**config.mk**
```make
export PLATFORM = sky130hd
export DESIGN_NAME = neuron_backprop_update
export DESIGN_NICKNAME = d
export VERILOG_FILES = /design/src/rtl/neuron_backprop_update.sv
export SDC_FILE = /design/constraint.sdc
export NUM_CORES = 1
export LEC_CHECK = 0
export CORE_MARGIN = 2
export CORE_UTILIZATION = 50
export DETAILED_ROUTE_END_ITERATION = 8
export PLACE_DENSITY = 0.82
export SYNTH_ARGS = -nofsm -noshare
export SYNTH_HDL_FRONTEND = slang
export SYNTH_SLANG_ARGS = --single-unit
```
**constraint.sdc**
```tcl
create_clock -name clk -period 8.75 [get_ports clk]
set_input_delay 2.625 -clock clk [delete_from_list [all_inputs] [get_ports clk]]
set_output_delay 2.625 -clock clk [all_outputs]
set_load 0.02 [all_outputs]
```
**src/rtl/neuron_backprop_update.sv**
```systemverilog
// SGD weight/bias update for the 4-input ReLU neuron. It computes one gradient per cycle on a single shared multiplier.
// Optional GRAD_CLIP_EN clamps each shifted gradient to [-CLIP_MAX, +CLIP_MAX].
module neuron_backprop_update #(
    parameter int LR_SHIFT = 4,
    parameter int CLIP_MAX = 16
) (
    input  logic        clk,
    input  logic        rst_n,
    input  logic        start,
    input  logic [7:0]  x0,
    input  logic [7:0]  x1,
    input  logic [7:0]  x2,
    input  logic [7:0]  x3,
    input  logic [7:0]  w0,
    input  logic [7:0]  w1,
    input  logic [7:0]  w2,
    input  logic [7:0]  w3,
    input  logic [7:0]  bias_in,
    input  logic [17:0] pre_act,
    input  logic [7:0]  err_in,
    output logic        busy,
    output logic        done,
    output logic [7:0]  w_out0,
    output logic [7:0]  w_out1,
    output logic [7:0]  w_out2,
    output logic [7:0]  w_out3,
    output logic [7:0]  bias_out
);

`ifdef GRAD_CLIP_EN
    localparam bit CLIP_ON = 1'b1;
`else
    localparam bit CLIP_ON = 1'b0;
`endif
    localparam logic signed [16:0] CLIP_P = 17'(CLIP_MAX);
    localparam logic signed [16:0] CLIP_N = 17'(-CLIP_MAX);

    typedef enum logic [1:0] {IDLE, MAC, BIAS, DONE} state_t;

    state_t      state_q, state_d;
    logic [1:0]  idx_q, idx_d;
    logic [7:0]  x_q [4];
    logic [7:0]  x_d [4];
    logic [7:0]  w_q [4];
    logic [7:0]  w_d [4];
    logic [7:0]  w_out_q [4];
    logic [7:0]  w_out_d [4];
    logic [7:0]  bias_q, bias_d, bias_out_q, bias_out_d, err_q, err_d;
    logic        gate_q, gate_d, busy_q, busy_d, done_q, done_d;

    logic signed [7:0]  e;
    logic signed [16:0] g, s, sb;
    logic signed [17:0] n, nb;

    // Arithmetic shift floors toward minus infinity.
    function automatic logic signed [16:0] shift_clip(input logic signed [16:0] v);
        logic signed [16:0] r;
        r = v >>> LR_SHIFT;
        if (CLIP_ON) begin
            if (r > CLIP_P) r = CLIP_P;
            else if (r < CLIP_N) r = CLIP_N;
        end
        return r;
    endfunction

    function automatic logic [7:0] sat8(input logic signed [17:0] v);
        logic [7:0] r;
        if (v < 18'sd0)        r = 8'd0;
        else if (v > 18'sd255) r = 8'd255;
        else                   r = v[7:0];
        return r;
    endfunction

    always_comb begin
        state_d    = state_q;
        idx_d      = idx_q;
        x_d        = x_q;
        w_d        = w_q;
        w_out_d    = w_out_q;
        bias_d     = bias_q;
        bias_out_d = bias_out_q;
        err_d      = err_q;
        gate_d     = gate_q;

        e  = gate_q ? $signed(err_q) : 8'sd0;
        g  = 17'(e) * $signed({9'b0, x_q[idx_q]});
        s  = shift_clip(g);
        n  = $signed({10'b0, w_q[idx_q]}) - 18'(s);
        sb = shift_clip(17'(e));
        nb = $signed({10'b0, bias_q}) - 18'(sb);

        case (state_q)
            IDLE: begin
                if (start) begin
                    x_d[0] = x0;  x_d[1] = x1;  x_d[2] = x2;  x_d[3] = x3;
                    w_d[0] = w0;  w_d[1] = w1;  w_d[2] = w2;  w_d[3] = w3;
                    bias_d  = bias_in;
                    err_d   = err_in;
                    gate_d  = ~pre_act[17] & (|pre_act);
                    idx_d   = 2'd0;
                    state_d = MAC;
                end
            end
            MAC: begin
                w_out_d[idx_q] = sat8(n);
                idx_d = idx_q + 2'd1;
                if (idx_q == 2'd3) state_d = BIAS;
            end
            BIAS: begin
                bias_out_d = sat8(nb);
                state_d    = DONE;
            end
            DONE:    state_d = IDLE;
            default: state_d = IDLE;
        endcase

        busy_d = (state_d != IDLE);
        done_d = (state_q == DONE);
    end

    always_ff @(posedge clk or negedge rst_n) begin
        if (!rst_n) begin
            state_q    <= IDLE;
            idx_q      <= '0;
            bias_q     <= '0;
            bias_out_q <= '0;
            err_q      <= '0;
            gate_q     <= 1'b0;
            busy_q     <= 1'b0;
            done_q     <= 1'b0;
            for (int i = 0; i < 4; i++) begin
                x_q[i]     <= '0;
                w_q[i]     <= '0;
                w_out_q[i] <= '0;
            end
        end else begin
            state_q    <= state_d;
            idx_q      <= idx_d;
            x_q        <= x_d;
            w_q        <= w_d;
            w_out_q    <= w_out_d;
            bias_q     <= bias_d;
            bias_out_q <= bias_out_d;
            err_q      <= err_d;
            gate_q     <= gate_d;
            busy_q     <= busy_d;
            done_q     <= done_d;
        end
    end

    assign busy     = busy_q;
    assign done     = done_q;
    assign w_out0   = w_out_q[0];
    assign w_out1   = w_out_q[1];
    assign w_out2   = w_out_q[2];
    assign w_out3   = w_out_q[3];
    assign bias_out = bias_out_q;

endmodule
```
After elaboration in Yosys (flattened, before gate mapping)

Cells that the tools add are included.

Logic and storage cells: 65
Input bits: 101
Register bits: 127
Output and inout port bits: 42

$lt $le $gt $ge: 6
Bitwise operators: 3
$add $sub $neg: 3
Multiplexer cells: 20
Reductions and logical operators: 7
Multiply operators: 1
Equal/unequal tests: 5

Operators with widths:

| kind                | count |
|---|---|
| $mux 8              | 11 |
| $bmux 8 s2          | 2 |
| $bwmux 32           | 1 |
| $reduce_or 18->1    | 1 |
| $mul 8x9->17        | 1 |
| $demux 8 s2         | 1 |
| $gt 14x9->1 const B | 1 |
| $lt 14x1->1 const B | 1 |
| $sub 9x13->14       | 1 |
| $gt 10x9->1 const B | 1 |
| $lt 10x1->1 const B | 1 |
| $sub 9x4->10        | 1 |
| $pmux 2 s4          | 1 |
| $eq 2x2->1 const B  | 3 |
| $mux 2              | 3 |
| $pmux 2 s2          | 1 |
| $reduce_and 2->1    | 2 |
| $reduce_bool 2->1   | 2 |
| $ge 3x3->1 const B  | 1 |
| $lt 3x1->1 const B  | 1 |
| $not 2->3           | 1 |
| $add 2x1->2 const B | 1 |
| $eq 2x1->1 const B  | 1 |
| $logic_not 2->1     | 1 |
| 4 further kinds     | 4 |

Logic depth before layout (Yosys ltp)

Word-level depth: 11
Gate-level depth with buffers: 31
Mapped depth without buffers: 28

Worst setup path after synthesis

OpenSTA, ideal clock, no wires.

Kind: reg-to-reg
From: register idx_q[0]
To: register w_out_q, in the netlist w_out1[3]
Path slack: 1.875 ns
Data required time: 8.625 ns
Data arrival time: 6.749 ns
Library setup time: 0.125 ns
Period minus slack after synthesis: 6.875 ns
Cell stages (with the launch flop): 25
Path buffers: 3
Cells stage by stage: dfrtp_1 > buf_1 > buf_1 > mux2i_1 > nand2_1 > o21ai_0 > nor2_1 > fa_1 > fa_1 > fa_1 > fa_1 > ha_1 > and3_1 > o21ai_0 > nand2_1 > a21o_1 > xnor2_1 > ha_1 > a21o_1 > a31o_2 > o2111ai_1 > or4_1 > buf_4 > a22oi_4 > o21ai_1

Cells in the longest elaborated chain, start to end: 11
Elaborated cells on any way between the ends: 20
Those cells by class: add/sub: 1; mul: 1; order compare: 4; mux: 12; bitwise: 1; reduce/logical: 1

Ends and longest elaborated chain:

| what                                       | line        | RTL |
|---|---|---|
| start, declared                            | 41          | `logic [1:0] idx_q, idx_d;` |
| start signal, assigned                     | 138         | `idx_q <= idx_d;` |
| $not 2->3 (not written as such) (*)        | 86, 88, 105 |  |
| $bmux 8 s2                                 | 86          | `g = 17'(e) * $signed({9'b0, x_q[idx_q]});` |
| $mux 8 (not written as such) (2 in series) | 86          |  |
| $mul 8x9->17                               | 86          |  |
| $sub 9x13->14                              | 88          | `n = $signed({10'b0, w_q[idx_q]}) - 18'(s);` |
| $gt 14x9->1                                | 69          | `else if (v > 18'sd255) r = 8'd255;` |
| $mux 8                                     | 69          |  |
| $mux 8                                     | 68          | `if (v < 18'sd0) r = 8'd0;` |
| $mux 8                                     | 92          | `case (state_q)` |
| $bwmux 32 (*)                              | 105         | `w_out_d[idx_q] = sat8(n);` |
| end signal, assigned                       | 141         | `w_out_q <= w_out_d;` |
| end, declared                              | 46          | `logic [7:0] w_out_q [4];` |

Mark *: on every way between the ends. The rest lies on a longest branch, timed or not. The select of a mux whose other input is x is not followed.
A chain may end at the register's enable or synchronous reset.

Final worst setup path

From: register idx_q[0]
To: register w_out_q, in the netlist w_out3[1]

Same word-level chain as after synthesis.

==> results.yml <==
synth:
  synthCells: 737
  synth_ff_type: "dfrtp_1"
  ys_ff_latch: 127
  syn-num-nets: 937
  synth_seq_area_share: 0.388
  ys_async_sr_fraction: 1.00
  synth_warnings: 0
  synth.distinct_cells: 54
  synth-edff-count: 0
  synth.cell_area_sq_mm: 0.00820
  post_synth.cell_area_avg_sq_um: 11.1
worst_setup_path:
  crit_top_cell: "fa_1"
  path_buf_inv: 1
  worstReg2RegStart: "idx_q[0]$_DFFE_PN0P_"
  cp-endpoint: "w_out3[1]$_DFFE_PN0P_"
  cp_top_family: "adder cells"
  cp-start-kind: "flop"
  cp.required_ps: 9030
  reg2reg_slack_ps: 1350
  r2r-end: "w_out3[1]$_DFFE_PN0P_"
  cp_slowest_cell: "or4_1"
  max_stage_delay_ps: 800
  critical_path_depth: 20
  critPathKind: "flop to flop"
  end_kind: "flop"
  crit_arrival_ps: 7680
  r2r_cells: 20
  crit_start: "idx_q[0]$_DFFE_PN0P_"
  path_cells: "mux4_2 > or2_2 > fa_1 > fa_1 > inv_1 > fa_1 > fa_1 > ha_1 > and3_1 > o21ai_0 > nand2_1 > a21o_1 > xnor2_1 > ha_1 > a21o_1 > a31o_2 > o2111ai_1 > or4_1 > a21boi_2 > o21ai_0"
  cp_max_fo: 11
sta:
  tightestPinTransition_ps: 934
  slew_headroom: 0.373
  finalSetupViolations: 0
  slew_viol_final: 0
  post-route-min-period_ps: 7400
  finalClockSkew_ps: 8.37
  worst_hold_slack_ps: 481
  rsz0062_at_grt: "no"
  hold_viol: 0
  fmax_ghz: 0.135
  period_share: 0.846
  tns_ps: 0
cts:
  cts.sinks: 127
  htree_levels: 4
  cts-root-buf: "clkbuf_16"
  numCtsBuffers: 17
  cts_buffer_depth: 2
  clk_pin_slew_ps: 60
  cts_setup_buffers: 0
  cts_tree: "yes"
  ctsHoldBuffers: 0
  ctsResizeCount: 0
  worstSkewPairLatency_ps: 420
route:
  first_pass_iters: 5
  via_per_inst: 5.63
  drtIter0Drc: 413
  post-route-drc-count: 0
  vias: 6246
  wl_per_cell_um: 18.0
  ant_nets: 0
  totalWireLength_um: 20000
finish:
  mostFrequentLayoutCell: "clkdlybuf4s50_1"
  instances_no_fill: 1110
  area_delta_synth_final_pct: 27.3
  n_antenna_cell: 0
  nFillCells: 1191
  fin_area_sq_mm: 0.0104
  drive_gt1_frac: 0.164
  nets: 1081
  final_cell_mix: "clkdlybuf4s50_1 (141), dfrtp_1 (127), mux2_2 (80)"
global_routing:
  globalRouteTotalUtil: 0.239
  grt-ovfl-total: 0
  grt_pass1_vias: 6514
  grt_max_degree: 77
  antenna_found_initial: 0
  grt_pass1_wl_um: 32900
placed_design:
  dp_cells: 1078
  numPortBuffers: 142
  hpwlAfterDp_um: 14900
  dpl-instance-area_sq_mm: 0.00984
  gp_congestion: 0.873
die:
  start_util: 0.514
  coreArea_sq_mm: 0.0159
  die_w_um: 132
  die_area_sq_mm: 0.0174
  fp-row-count: 46
  die_h_um: 132
  io-pin-count: 143
worst_hold_path:
  hold_path.class: "flop to flop"
  hold_depth: 2
run:
  max_cap_violations: 0
outcome:
  outcome: "completed"
layout make-up:
cell class	count	area, sq um	area share
repair buffers	147	1460	0.140
inverters	64	240	0.0230
multi-input cells	524	4700	0.450
flip-flops and latches	127	3180	0.304
well taps	216	270	0.0259
clock buffers	18	439	0.0421
clock inverters	14	156	0.0150
worst reg2reg max path, delay by kind of cell, from the launching register on:
kind	cells	cell delay, ps
xor gates and xnor gates	1	130
muxes	1	650
and+or+nand+nor	4	1430
AOI/OAI and AO/OA	7	1330
DFF	1	760
buffers and inverters	1	70
adders and majority gates	6	2890
synthesized netlist by cell type (all sizes together) (3+ instances only):
library cell / number / area, sq um
nor4: 8 / 50.1
nand2: 64 / 240
a221o: 9 / 90.1
nand2b: 7 / 43.8
o31a: 3 / 26.3
o21bai: 5 / 37.5
mux2i: 3 / 30.0
fa: 38 / 761
nand3: 17 / 85.1
or2: 4 / 25.0
a21oi: 19 / 110
xor2: 6 / 52.6
a21o: 9 / 67.6
inv: 64 / 240
nor2b: 10 / 62.6
o21a: 8 / 60.1
xnor2: 9 / 78.8
nand4: 4 / 40.0
ha: 61 / 763
o21ai: 50 / 250
o211ai: 3 / 22.5
a21boi: 5 / 45.0
buf: 4 / 20.0
dfrtp: 127 / 3180
and3: 16 / 100
and2: 14 / 87.6
mux2: 80 / 901
nor2: 34 / 128
mux4: 14 / 315
clkbuf: 18 / 67.6
registers in the layout, indices dropped and copies added, names as in the netlist:
name	flops
w_q	32
x_q	32
bias_out	8
bias_q	8
err_q	8
w_out0	8
w_out1	8
w_out2	8
w_out3	8
idx_q	2
state_q	2
busy	1
done	1
gate_q	1
routing by layer:
metal  part of all wire  wire [um]  vias to the layer above  track usage
li1                   -          -                     2881            -
met1               0.41       8150                     3085        0.290
met2               0.51      10100                      231        0.414
met3              0.056       1120                       49       0.0550
met4              0.031        623                        0       0.0960
met5                  0          0                        -            0
logic make-up (layout without fill, tap and decap cells):
family | after synthesis | count (layout) | share of synthesized area
AND/OR/NAND/NOR | 188 | 188 | 0.114
flip-flops | 127 | 127 | 0.388
AO/OA/AOI/OAI | 125 | 125 | 0.104
adder cells (fa/ha/maj) | 99 | 99 | 0.186
multiplexers | 97 | 97 | 0.152
buffers and inverters | 86 | 243 | 0.0400
XOR/XNOR | 15 | 15 | 0.0160
metrics by stage:
step | util | setup slack (ps)
5_1_grt | 0.655 | 958
3_5_place_dp | 0.617 | 1400
2_1_floorplan | - | 1880
3_3_place_gp | 0.617 | 1670
4_1_cts | 0.655 | 1370
6_report | 0.655 | 1350
how the worst min path moves through the flow:
stage,start,to,slack [ps]
global placement,w_out3[0]$_DFFE_PN0P_,w_out3[0]$_DFFE_PN0P_,460
floorplan,err_q[4]$_DFFE_PN0P_,err_q[4]$_DFFE_PN0P_,470
finish,w_out1[7]$_DFFE_PN0P_,w_out1[7]$_DFFE_PN0P_,480
CTS,w_out1[7]$_DFFE_PN0P_,w_out1[7]$_DFFE_PN0P_,480
global route,w_out1[5]$_DFFE_PN0P_,w_out1[5]$_DFFE_PN0P_,520
detailed placement,w_out1[7]$_DFFE_PN0P_,w_out1[7]$_DFFE_PN0P_,470
Power is left out: the tool's default activity adds up to more than one toggle a clock period on the data nets, which glitch-free logic cannot reach.
